### config.mk
export PLATFORM = sky130hd
export DESIGN_NAME = weight_bias_loader
export DESIGN_NICKNAME = d
export VERILOG_FILES = /design/src/rtl/weight_bias_loader.sv
export SDC_FILE = /design/constraint.sdc
export NUM_CORES = 1
export LEC_CHECK = 0
export ABC_AREA = 0
export BUFFER_PORTS_ARGS = -buffer_cell sky130_fd_sc_hd__buf_4
export CAP_MARGIN = 30
export CORE_ASPECT_RATIO = 1.1
export CORE_UTILIZATION = 45
export CTS_CLUSTER_DIAMETER = 150
export CTS_CLUSTER_SIZE = 40
export DETAILED_ROUTE_END_ITERATION = 8
export GPL_TIMING_DRIVEN = 0
export PLACE_DENSITY = 0.81
export RECOVER_POWER = 100
export SYNTH_ARGS = -nofsm -noshare
export SYNTH_HDL_FRONTEND = slang
export SYNTH_SLANG_ARGS = --single-unit
### constraint.sdc
create_clock -name clk -period 2.7 [get_ports clk]
set_clock_uncertainty 0.1 [all_clocks]
set_input_delay 0.81 -clock clk [delete_from_list [all_inputs] [get_ports clk]]
set_output_delay 0.81 -clock clk [all_outputs]
set_load 0.005 [all_outputs]
### src/rtl/weight_bias_loader.sv
// weight_bias_loader: walks a single weight/bias word stream into one layer of
// neurons. Each neuron receives numWeight weights followed by one bias. The
// target layer/neuron index is held stable while that neuron is loaded.
module weight_bias_loader #(
  parameter int dataWidth   = 16,
  parameter int numWeight   = 128,
  parameter int numNeurons  = 64,
  parameter int layerNo     = 1,
  parameter int firstNeuron = 0
) (
  input  logic                   clk,
  input  logic                   rst,
  input  logic                   start,
  input  logic [dataWidth-1:0]   s_data,
  input  logic                   s_valid,
  output logic                   s_ready,
  output logic                   weightValid,
  output logic [dataWidth-1:0]   weightValue,
  output logic                   biasValid,
  output logic [dataWidth-1:0]   biasValue,
  output logic [2*dataWidth:0]   config_layer_num,
  output logic [2*dataWidth:0]   config_neuron_num,
  output logic                   busy,
  output logic                   done
);

  localparam int WCW  = $clog2(numWeight + 1);
  localparam int NCW  = $clog2(numNeurons + 1);
  localparam int CFGW = 2 * dataWidth + 1;

  typedef enum logic [2:0] {
    S_IDLE,
    S_WEIGHTS,
    S_BIAS,
    S_NEXT,
    S_DONE
  } state_t;

  state_t             r_state;
  state_t             w_next;
  logic [WCW-1:0]     r_wcnt;
  logic [NCW-1:0]     r_ncnt;
  logic [CFGW-1:0]    r_cfg_layer;
  logic [CFGW-1:0]    r_cfg_neuron;
  logic               r_weight_valid;
  logic               r_bias_valid;
  logic [dataWidth-1:0] r_weight_value;
  logic [dataWidth-1:0] r_bias_value;
  logic               r_done;
  logic               w_ready;
  logic               w_busy;
  logic               w_xfer;
  logic               w_last_weight;
  logic               w_last_neuron;

  assign w_last_weight = (r_wcnt == WCW'(numWeight - 1));
  assign w_last_neuron = (r_ncnt == NCW'(numNeurons - 1));
  assign w_xfer        = s_valid & w_ready;

  // State register
  always_ff @(posedge clk) begin
    if (rst) r_state <= S_IDLE;
    else     r_state <= w_next;
  end

  // Next-state and stream handshake; next state uses s_valid directly so the
  // ready output never feeds back into its own decode
  always_comb begin
    w_next  = r_state;
    w_ready = 1'b0;
    w_busy  = (r_state != S_IDLE);
    case (r_state)
      S_IDLE: begin
        if (start) w_next = S_WEIGHTS;
      end
      S_WEIGHTS: begin
        w_ready = 1'b1;
        if (s_valid && w_last_weight) w_next = S_BIAS;
      end
      S_BIAS: begin
        w_ready = 1'b1;
        if (s_valid) w_next = w_last_neuron ? S_DONE : S_NEXT;
      end
      S_NEXT: begin
        w_next = S_WEIGHTS;
      end
      S_DONE: begin
        w_next = S_IDLE;
      end
      default: begin
        w_next = S_IDLE;
      end
    endcase
  end

  // Counters and target index; the neuron index only moves in the NEXT gap
  always_ff @(posedge clk) begin
    if (rst) begin
      r_wcnt       <= '0;
      r_ncnt       <= '0;
      r_cfg_layer  <= '0;
      r_cfg_neuron <= '0;
    end else begin
      case (r_state)
        S_IDLE: begin
          if (start) begin
            r_cfg_layer  <= CFGW'(layerNo);
            r_cfg_neuron <= CFGW'(firstNeuron);
            r_wcnt       <= '0;
            r_ncnt       <= '0;
          end
        end
        S_WEIGHTS: begin
          if (s_valid) r_wcnt <= r_wcnt + WCW'(1);
        end
        S_NEXT: begin
          r_cfg_neuron <= r_cfg_neuron + CFGW'(1);
          r_ncnt       <= r_ncnt + NCW'(1);
          r_wcnt       <= '0;
        end
        default: ;
      endcase
    end
  end

  // Registered strobes and data words, plus the completion pulse
  always_ff @(posedge clk) begin
    if (rst) begin
      r_weight_valid <= 1'b0;
      r_bias_valid   <= 1'b0;
      r_weight_value <= '0;
      r_bias_value   <= '0;
      r_done         <= 1'b0;
    end else begin
      r_weight_valid <= w_xfer && (r_state == S_WEIGHTS);
      r_bias_valid   <= w_xfer && (r_state == S_BIAS);
      if (w_xfer && (r_state == S_WEIGHTS)) r_weight_value <= s_data;
      if (w_xfer && (r_state == S_BIAS))    r_bias_value   <= s_data;
      r_done <= (r_state == S_DONE);
    end
  end

  assign s_ready           = w_ready;
  assign busy              = w_busy;
  assign weightValid       = r_weight_valid;
  assign weightValue       = r_weight_value;
  assign biasValid         = r_bias_valid;
  assign biasValue         = r_bias_value;
  assign config_layer_num  = r_cfg_layer;
  assign config_neuron_num = r_cfg_neuron;
  assign done              = r_done;

endmodule

After elaboration in Yosys (flattened, before gate mapping)

Index checks and enable logic that the tools add are counted.
Widths: inputs -> output; s select.

Register bits after elaboration: 87
Input port bits: 20
Output and inout port bits: 103
Logic and storage cells: 49

$add $sub $neg: 3
Equal/unequal tests: 10
Multiplexer cells: 13
Bitwise operators: 1
Reduce and logical (&&, ||, !) cells: 12

Operator list:

| kind                  | number |
|---|---|
| $pmux 33 s2           | 1 |
| $add 33x1->33 const B | 1 |
| $mux 33               | 1 |
| $pmux 8 s3            | 1 |
| $mux 8                | 2 |
| $pmux 7 s2            | 1 |
| $mux 3                | 4 |
| $pmux 3 s4            | 1 |
| $add 8x1->8 const B   | 1 |
| $eq 8x7->1 const B    | 1 |
| $ne 2x2->1 const B    | 4 |
| $add 7x1->7 const B   | 1 |
| $eq 7x6->1 const B    | 1 |
| $mux 7                | 1 |
| $eq 3x2->1 const B    | 2 |
| $reduce_and 3->1      | 2 |
| $reduce_bool 3->1     | 2 |
| $reduce_and 2->1      | 2 |
| $eq 3x1->1 const B    | 1 |
| $eq 3x3->1 const B    | 1 |
| $logic_and 1x1->1     | 3 |
| $logic_not 3->1       | 1 |
| $reduce_bool 2->1     | 1 |
| $reduce_or 2->1       | 1 |
| other kinds (2)       | 2 |

Logic depth before layout (Yosys ltp)

Gate-level depths: netlist of the first run.

Depth after elaboration: 5
Mapped depth: 7
Depth with buffers taken out: 5

Worst setup path after synthesis of the first run

OpenSTA, ideal clock, no wires.

Path kind: input -> register
Start: input start
End: register r_wcnt[7]
Setup time: 0.120 ns
Arrival: 1.964 ns
Data required time: 2.480 ns
Path slack: 0.516 ns
Stages: 5
Buffers on the path: 1
Cells stage by stage: or3b_1 -> clkbuf_1 -> a2111oi_0 -> xnor2_1 -> nor2_1

Cells in the longest elaborated chain, start to end: 2

RTL lines:

| element                           | RTL line | RTL |
|---|---|---|
| from (decl)                       | 13       | `input logic start,` |
| $ne 2x2->1 (no source line)       | --       |  |
| $reduce_and 3->1 (no source line) | --       |  |
| to (signal assigned)              | 114      | `if (s_valid) r_wcnt <= r_wcnt + WCW'(1);` |
| to (decl)                         | 41       | `logic [WCW-1:0] r_wcnt;` |

Every way passes these cells.
A chain may end at the register's enable or synchronous reset.

Final worst setup path of the first run

Start: register r_state[0]
End: output s_ready

Cells in the longest elaborated chain, start to end: 3
Elaborated cells between the ends (all ways): 4
Classes of those cells: eq/ne (2); mux (1); reduce/logical (1)

RTL lines:

| element                                  | RTL line | RTL |
|---|---|---|
| from (decl)                              | 39       | `state_t r_state;` |
| from (signal assigned)                   | 63       | `else r_state <= w_next;` |
| $eq 3x1->1 or $eq 3x2->1 (tied branches) | 72       | `case (r_state)` |
| $reduce_or 2->1 (no source line) *       | --       |  |
| $mux 1 *                                 | 72       |  |
| to (decl)                                | 16       | `output logic s_ready,` |

Every way passes the cells marked *; elsewhere a longest branch is shown, timed or not.

==> out/metrics.csv, run 1 <==
metric;value;unit
outcome;completed;
grt.total_usage;0.223;
startpoint_type;register;
path_buf_inv;3;
htreeDepth;3;
io-pin-count;123;
cts_buffers;9;
start_util;0.465;
hold_buffers;0;
num_antenna_cells;0;
cts_resized;0;
drtIter0Drc;185;
async_flop_share;0;
min_period;2.59;ns
core-area;0.00892;mm^2
pwr-share-clk;0.355;
clk_pin_slew_worst_paths;0.10;ns
worstPathMaxFanout;10;
via_per_inst;5.28;
max_stage_delay;0.34;ns
synth_cells;513;
seqCellArea;0.00174;mm^2
grt_antenna_before_repair;0;
crit_chain;buf_2 > clkbuf_1 > nand2b_1 > a21oi_1 > buf_4;
syn_area;0.00415;mm^2
finalSetupTns;0;ns
whs;0.360;ns
end_kind;output port;
layout-drive-gt1-share;0.215;
num_vias;4026;
pwr-share-comb;0.189;
synthFlopType;dfxtp_1;
cts_setup_buffers;0;
cts_root_buf;clkbuf_8;
fp.dieW;93.5;um
synth_cell_type_count;55;
final_common_cell;dfxtp_1;
final_cell_mix;dfxtp_1, nand2_1, clkbuf_4;
nFillCells;819;
final-hold-violation-count;0;
wl_per_cell;13.8;um
ant_nets;0;
leakage;2.00;nW
multi_input_area;0.00211;mm^2
wirelength;10500;um
worst_ep_required_time;1.79;ns
gp_congestion;0.884;
first_pass_iters;5;
slowest_stage;clkbuf_1;
seqPwrFrac;0.456;
cts_tree;done;
power.internal;0.00210;W
ys_seq_elements;87;
syn2layout_area_growth;26.5;%
cts_buffer_depth;2;
dp_hpwl;7750;um
clock_latency;0.36;ns
max_freq;386;MHz
slew_headroom;0.589;
crit_type;reg -> out;
swShare;0.301;
p_switching;0.000906;W
fin_nets;666;
cp.arrival;1.68;ns
pwr_density_cell;574;mW/mm^2
syn_avg_cell_area;8.08;um^2
cts.sinks;87;
grt_overflow;0;
tightest_slew;0.616;ns
yosys_warnings;0;
die_area;0.00960;mm^2
drc;0;
holdCritPathClass;reg -> reg;
report.final.slew_viol_count;0;
irDropWorstVdd;0.332;mV
maxCapViolations;0;
critical-path-top-delay-family;buffers and inverters;
grt_pass1_vias;3751;
finalCritPeriodShare;0.959;
synth_edf_count;0;
setup_viol;0;
grt_pass1_wl;17000;um
rsz0062_at_grt;no;
num_rows;36;
grt_max_degree;18;
yosysSeqAreaShare;0.420;
fp.dieH;103;um
numPortBuffers;88;
==> worst reg2reg max path, stage by stage (launching register included) <==
cell	delay [ns]
dfxtp_1	0.43
ha_1	0.24
nand3_1	0.19
or4_1	0.50
clkbuf_1	0.24
nor4_1	0.28
mux2_2	0.37
==> layout make-up <==
type                            count  share of cell area
Clock inverter                      7              0.0210
Multi-Input combinational cell    380               0.402
Inverter                           10             0.00716
Buffer                             67              0.0711
Clock buffer                        9              0.0236
Tap cell                          114              0.0272
Sequential cell                    87               0.332
Timing Repair Buffer               88               0.116
==> metrics by stage <==
stage / utilization / power [W] / instances / cell area, um^2 / setup slack (ns)
floorplan: - / 0.00175 / 544 / 4260 / 0.516
global route: 0.588 / 0.00316 / 762 / 5240 / 0.0112
finish: 0.588 / 0.00301 / 762 / 5240 / 0.110
detailed placement: 0.568 / 0.00198 / 746 / 5060 / 0.120
global placement: 0.568 / 0.00195 / 746 / 5060 / 0.208
CTS: 0.594 / 0.00303 / 762 / 5300 / 0.101
==> logic make-up after synthesis <==
group / count (synthesis) / synth area share
AOI/OAI and AO/OA: 99 / 0.147
xor gates and xnor gates: 6 / 0.0127
adders and majority gates: 3 / 0.00906
buffers and inverters: 77 / 0.0999
DFF: 87 / 0.420
muxes: 16 / 0.0429
other: 1 / 0.000905
and+or+nand+nor: 224 / 0.267
==> power by group through the flow <==
stage | logic, W | registers (W) | clock network, W
2_1_floorplan | 0.000353 | 0.00140 | 0
3_3_place_gp | 0.000555 | 0.00140 | 0
3_5_place_dp | 0.000574 | 0.00140 | 0
4_1_cts | 0.000578 | 0.00137 | 0.00108
5_1_grt | 0.000634 | 0.00138 | 0.00115
6_report | 0.000569 | 0.00137 | 0.00107
==> flip-flops by register name, summed over array words and instances (netlist names) <==
name,flops
r_ncnt,7
done,1
config_layer_num,1
r_state,3
config_neuron_num,33
biasValue,16
biasValid,1
r_wcnt,8
weightValue,16
weightValid,1
==> cells in the mapped netlist, types with 2 or more instances <==
library cell,n,area [um^2]
nand2_1,82,308
a211oi_1,4,30.0
mux2_2,13,146
o21ai_0,2,10.0
o311ai_0,2,17.5
and2_1,2,12.5
a2111oi_0,3,26.3
buf_1,3,11.3
o211ai_1,7,52.6
a21o_1,2,15.0
nor2_1,42,158
or3b_1,2,17.5
or4_1,7,52.6
buf_4,32,240
nor3b_1,10,75.1
inv_1,10,37.5
and4_1,3,26.3
nor4_1,7,43.8
or3_1,11,68.8
xnor2_1,6,52.6
nor3_1,14,70.1
and3_1,2,12.5
clkbuf_1,28,105
o21ai_1,4,20.0
nand4_1,11,68.8
buf_2,4,20.0
nand3_1,16,80.1
nand2b_1,5,31.3
o31ai_1,2,15.0
o311ai_1,2,17.5
a21oi_1,56,280
dfxtp_1,87,1740
a311oi_1,3,26.3
a22oi_1,3,22.5
and3b_1,2,17.5
mux2i_1,2,20.0
ha_1,3,37.5
nand3b_1,2,15.0
==> metal layers <==
metal / track usage / share of wire
met5: 0 / 0
met3: 0.0715 / 0.093
met4: 0.0627 / 0.010
met2: 0.395 / 0.49
met1: 0.258 / 0.40
==> worst paths after layout <==
kind | from | depth (start not counted) | slack, ns | to
worst min-delay path | weightValue[6] | 2 | 0.36 | weightValue[6]
worst max register to register | config_neuron_num[0] | 6 | 0.24 | config_neuron_num[30]
worst max-delay path | r_state[0] | 5 | 0.11 | s_ready
worst min register to register | weightValue[6] | 2 | 0.36 | weightValue[6]
Note: power is estimated with default switching activity, not from simulation.
==> inputs of run 2 (changes only) <==
--- a/config.mk
+++ b/config.mk
@@ -14,7 +14,7 @@
 export CTS_CLUSTER_SIZE = 40
 export DETAILED_ROUTE_END_ITERATION = 8
 export GPL_TIMING_DRIVEN = 0
-export PLACE_DENSITY = 0.81
+export PLACE_DENSITY = 0.71
 export RECOVER_POWER = 100
 export SYNTH_ARGS = -nofsm -noshare
 export SYNTH_HDL_FRONTEND = slang
==> run 2 against run 1 <==
Worst setup slack gained 0.085 ns. Largest cell class unchanged. Critical endpoint unchanged. First-iteration DRC count down 27%. Sequential power is essentially flat. Die area did not move. Routed wire length down 0.66%. Global-route usage hardly changed.
==> out/metrics.csv, run 2 (synthesis results as in run 1) <==
metric;value;unit;change
wirelength;10400;um;was 10500 um
htreeDepth;3;;unchanged
tightest_slew;0.639;ns;was 0.616 ns
clock_latency;0.36;ns;about the same
critical-path-top-delay-family;buffers and inverters;;unchanged
leakage;1.98;nW;was 2.00 nW
cp.arrival;1.59;ns;was 1.68 ns
num_vias;3946;;was 4026
io-pin-count;123;;unchanged
cts_buffer_depth;2;;unchanged
min_to;weightValue[14];;was weightValue[6]
final-hold-violation-count;0;;unchanged
core-area;0.00892;mm^2;unchanged
multi_input_area;0.00211;mm^2;unchanged
path_buf_inv;2;;was 3
numPortBuffers;88;;unchanged
holdCritStartpoint;weightValue[14];;was weightValue[6]
final_cell_mix;dfxtp_1, nand2_1, clkbuf_4;;unchanged
dp_hpwl;7760;um;was 7750 um
grt_max_degree;18;;unchanged
fin_nets;665;;was 666
nFillCells;857;;was 819
finalPower;0.00280;W;was 0.00301 W
largest_reg_flops;33;;unchanged
cts_tree;done;;unchanged
clk_pin_slew_worst_paths;0.10;ns;about the same
max_stage_delay;0.45;ns;was 0.34 ns
ant_nets;0;;unchanged
grt_pass1_wl;16800;um;was 17000 um
r2r-start;config_neuron_num[0];;unchanged
report.final.slew_viol_count;0;;unchanged
hold_depth;2;;unchanged
setup_viol;0;;unchanged
crit_type;reg -> out;;unchanged
grt_antenna_before_repair;0;;unchanged
syn2layout_area_growth;25.4;%;was 26.5%
final_common_cell;dfxtp_1;;unchanged
cts.sinks;87;;unchanged
r2r_cells;6;;unchanged
grt_pass1_vias;3647;;was 3751
finalSetupTns;0;ns;unchanged
worst_ep_required_time;1.79;ns;about the same
pwr_density_cell;539;mW/mm^2;was 574 mW/mm^2
gp_congestion;0.828;;was 0.884
finalNonFillerCells;761;;was 762
drc;0;;unchanged
hold_buffers;0;;unchanged
r2r_end;config_neuron_num[30];;unchanged
num_rows;36;;unchanged
rrSetupSlack;0.27;ns;was 0.24 ns
maxCapViolations;0;;unchanged
cts_resized;0;;unchanged
end_kind;output port;;unchanged
grt_overflow;0;;unchanged
fp.dieH;103;um;unchanged
startpoint_type;register;;unchanged
via_per_inst;5.19;;was 5.28
grt.total_usage;0.222;;was 0.223
crit_chain;clkbuf_1 > nand2b_1 > a21oi_1 > clkbuf_4;;was buf_2 > clkbuf_1 > nand2b_1 > a21oi_1 > buf_4
cts_setup_buffers;0;;unchanged
holdCritPathClass;reg -> reg;;unchanged
rsz0062_at_grt;no;;unchanged
worstPathMaxFanout;10;;unchanged
layout-drive-gt1-share;0.219;;was 0.215
seqCellArea;0.00174;mm^2;unchanged
start_util;0.465;;unchanged
wl_per_cell;13.7;um;was 13.8 um
dp_cells;746;;unchanged
min_period;2.50;ns;was 2.59 ns
num_antenna_cells;0;;unchanged
max_freq;399;MHz;was 386 MHz
drtIter0Drc;135;;was 185
first_pass_iters;4;;was 5
cts_root_buf;clkbuf_8;;unchanged
irDropWorstVdd;0.301;mV;was 0.332 mV
die_area;0.00960;mm^2;unchanged
slowest_stage;dfxtp_1;;was clkbuf_1
crit_start;r_state[1];;was r_state[0]
fin_util;0.583;;was 0.588
fp.dieW;93.5;um;unchanged
cts_buffers;9;;unchanged
outcome;completed;;unchanged
slew_headroom;0.569;;was 0.589
finalCritPeriodShare;0.928;;was 0.959
run 2: cell types whose count changed in the layout (fill, tap and decap cells not counted), moves of 2 or more:
cell / before / now
buf_2: 1 / 3
bufinv_16: 2 / 0
clkbuf_1: 46 / 43
inv_6: 1 / 4
inv_8: 3 / 1
run 2: where the power goes:
part / internal [W] / switching (W) / leakage, nW / total, W
Combinational: 0.000216 / 0.000343 / 1.19 / 0.000559
Sequential: 0.00134 / 0.0000322 / 0.703 / 0.00137
Clock: 0.000354 / 0.000517 / 0.0892 / 0.000871
run 2: worst max-delay path by stage:
stage | end | cells past startpoint
floorplan | r_wcnt[7] | 5
global placement | r_wcnt[4] | 7
global route | s_ready | 4
finish | s_ready | 4
detailed placement | weightValue[8] | 6
CTS | s_ready | 5
run 2: layout make-up:
class,instances,share of cell area
inverter,10,0.00722
buffer,66,0.0715
clock inverter,7,0.0118
clock buffer,9,0.0238
sequential,87,0.335
timing repair buffer,88,0.118
multi-input combinational,380,0.405
tap,114,0.0275
run 2: through the flow:
stage | setup WS, ns | instance area [um^2] | hold WS (ns)
finish | 0.195 | 5200 | 0.360
global route | 0.0448 | 5200 | 0.381
CTS | 0.123 | 5250 | 0.362
detailed placement | 0.166 | 5060 | 0.348
global placement | 0.220 | 5060 | 0.344
floorplan | 0.516 | 4260 | 0.353
run 2: metal layers:
layer / vias up / GRT usage / share of wire
li1: 1993 / - / -
met1: 1816 / 0.253 / 0.42
met2: 115 / 0.394 / 0.49
met3: 22 / 0.0597 / 0.062
met4: 0 / 0.0970 / 0.024
met5: - / 0 / 0
run 2: tightest hold or removal path, cell delays in order, from the launching register on:
cell,delay [ns]
dfxtp_1,0.32
nand2_1,0.05
a21oi_1,0.05
==> inputs of run 3 (changes only) <==
--- a/config.mk
+++ b/config.mk
@@ -9,12 +9,11 @@
 export BUFFER_PORTS_ARGS = -buffer_cell sky130_fd_sc_hd__buf_4
 export CAP_MARGIN = 30
 export CORE_ASPECT_RATIO = 1.1
-export CORE_UTILIZATION = 45
+export CORE_UTILIZATION = 35
 export CTS_CLUSTER_DIAMETER = 150
 export CTS_CLUSTER_SIZE = 40
 export DETAILED_ROUTE_END_ITERATION = 8
 export GPL_TIMING_DRIVEN = 0
-export PLACE_DENSITY = 0.71
 export RECOVER_POWER = 100
 export SYNTH_ARGS = -nofsm -noshare
 export SYNTH_HDL_FRONTEND = slang
==> run 3 against run 2 <==
Cell count grew 4.9%. Core utilization shrank 12 points. Global-route usage shrank 4.7 points. Clock power grew 35%. Critical path type unchanged.
==> out/metrics.csv, run 3 (synthesis results as in run 1) <==
metric;value;unit;change
grt_overflow;0;;unchanged
clk_pin_slew_worst_paths;0.06;ns;was 0.10 ns
crit_type;reg -> out;;unchanged
die_area;0.0123;mm^2;was 0.00960 mm^2
postLayoutSetupSlackWorst;0.123;ns;was 0.195 ns
worst_ep_required_time;1.79;ns;about the same
fin_nets;666;;was 665
syn2layout_area_growth;28.7;%;was 25.4%
rrSetupSlack;0.26;ns;was 0.27 ns
use_met3;0.0552;;was 0.0597
io-pin-count;123;;unchanged
grt.total_usage;0.176;;was 0.222
grt_use_met2;0.298;;was 0.394
final_cell_mix;dfxtp_1, nand2_1, clkbuf_4;;unchanged
cts_tree;done;;unchanged
cts_setup_buffers;0;;unchanged
max_stage_delay;0.35;ns;was 0.45 ns
use_met1;0.213;;was 0.253
multi_input_area;0.00211;mm^2;unchanged
maxCapViolations;0;;unchanged
outcome;completed;;unchanged
clock_latency;0.34;ns;was 0.36 ns
numPortBuffers;88;;unchanged
first_pass_iters;4;;unchanged
via_per_inst;4.97;;was 5.19
crit_chain;buf_2 > clkbuf_1 > nand2b_1 > a21oi_1 > clkbuf_4;;was clkbuf_1 > nand2b_1 > a21oi_1 > clkbuf_4
hold_buffers;0;;unchanged
num_vias;3966;;was 3946
nFillCells;1179;;was 857
drc;0;;unchanged
report.final.slew_viol_count;0;;unchanged
grt_antenna_before_repair;0;;unchanged
cts_buffer_depth;2;;unchanged
dp_hpwl;7990;um;was 7760 um
start_util;0.361;;was 0.465
tightest_slew;0.596;ns;was 0.639 ns
leakage;2.02;nW;was 1.98 nW
seqCellArea;0.00174;mm^2;unchanged
num_rows;41;;was 36
cp.arrival;1.67;ns;was 1.59 ns
irDropWorstVdd;0.270;mV;was 0.301 mV
worstPathMaxFanout;10;;unchanged
gp_congestion;0.855;;was 0.828
hold_depth;2;;unchanged
setup_viol;0;;unchanged
largest_reg_flops;33;;unchanged
cts_buffers;9;;unchanged
finalSetupTns;0;ns;unchanged
wl_per_cell;13.3;um;was 13.7 um
fp.dieW;106;um;was 93.5 um
ant_nets;0;;unchanged
grt_pass1_vias;3606;;was 3647
slew_headroom;0.602;;was 0.569
rsz0062_at_grt;no;;unchanged
fp.dieH;116;um;was 103 um
wirelength;10600;um;was 10400 um
grt_max_degree;16;;was 18
htreeDepth;3;;unchanged
final_common_cell;dfxtp_1;;unchanged
layout-drive-gt1-share;0.211;;was 0.219
grt_pass1_wl;17300;um;was 16800 um
slowest_stage;clkbuf_1;;was dfxtp_1
cts.sinks;87;;unchanged
finalCritPeriodShare;0.954;;was 0.928
max_freq;388;MHz;was 399 MHz
num_antenna_cells;0;;unchanged
place_ws;0.182;ns;was 0.166 ns
min_period;2.58;ns;was 2.50 ns
r2r_cells;6;;unchanged
final-hold-violation-count;0;;unchanged
startpoint_type;register;;unchanged
holdCritPathClass;reg -> reg;;unchanged
drtIter0Drc;241;;was 135
pwr_density_cell;584;mW/mm^2;was 539 mW/mm^2
cts_resized;0;;unchanged
cts_root_buf;clkbuf_16;;was clkbuf_8
grt_most_used_layer;met2;;unchanged
core-area;0.0115;mm^2;was 0.00892 mm^2
end_kind;output port;;unchanged
[run 3: cell count changes in the layout (fill, tap and decap cells not counted), sizes merged]
cell,before,now
inv,15,12
buf,53,51
clkinvlp,2,3
clkbuf,110,115
[run 3: layout make-up]
type                            instances  share of cell area
Sequential cell                        87               0.327
Clock inverter                          5             0.00751
Timing Repair Buffer                   88               0.113
Tap cell                              150              0.0352
Clock buffer                           11              0.0455
Multi-Input combinational cell        380               0.395
Buffer                                 67              0.0701
Inverter                               10             0.00704
[run 3: layer usage]
metal / part of all wire / up-vias
met5: 0 / -
met4: 0.014 / 0
met3: 0.081 / 13
met2: 0.47 / 125
met1: 0.44 / 1833
li1: - / 1995
[run 3: worst paths after layout]
| check | start | to |
|---|---|---|
| setup / recovery | r_state[0] | s_ready |
| hold / removal | weightValue[4] | weightValue[4] |
| setup reg to reg | r_state[2] | config_neuron_num[32] |
| hold reg to reg | weightValue[4] | weightValue[4] |
[run 3: per-stage QoR]
| stage | total power [W] | util | cells | hold slack, ns | cell area (um^2) |
|---|---|---|---|---|---|
| after floorplan | 0.00175 | - | 544 | 0.353 | 4260 |
| after global placement | 0.00197 | 0.445 | 782 | 0.343 | 5110 |
| after detailed placement | 0.00198 | 0.445 | 782 | 0.348 | 5110 |
| after CTS | 0.00316 | 0.469 | 798 | 0.357 | 5390 |
| after global routing | 0.00327 | 0.464 | 798 | 0.375 | 5330 |
| final | 0.00312 | 0.464 | 798 | 0.353 | 5330 |
[run 3: power by group]
group	total, W	internal (W)	switching (W)
sequential	0.00137	0.00134	0.0000323
combinational	0.000559	0.000216	0.000343
clock	0.00118	0.000656	0.000528
[run 3: worst max-delay path, delay by kind of cell, from the launching register on]
kind | cells | cell delay (ns)
flip-flops | 1 | 0.30
AND/OR/NAND/NOR | 1 | 0.13
buffers and inverters | 3 | 0.70
AO/OA/AOI/OAI | 1 | 0.20
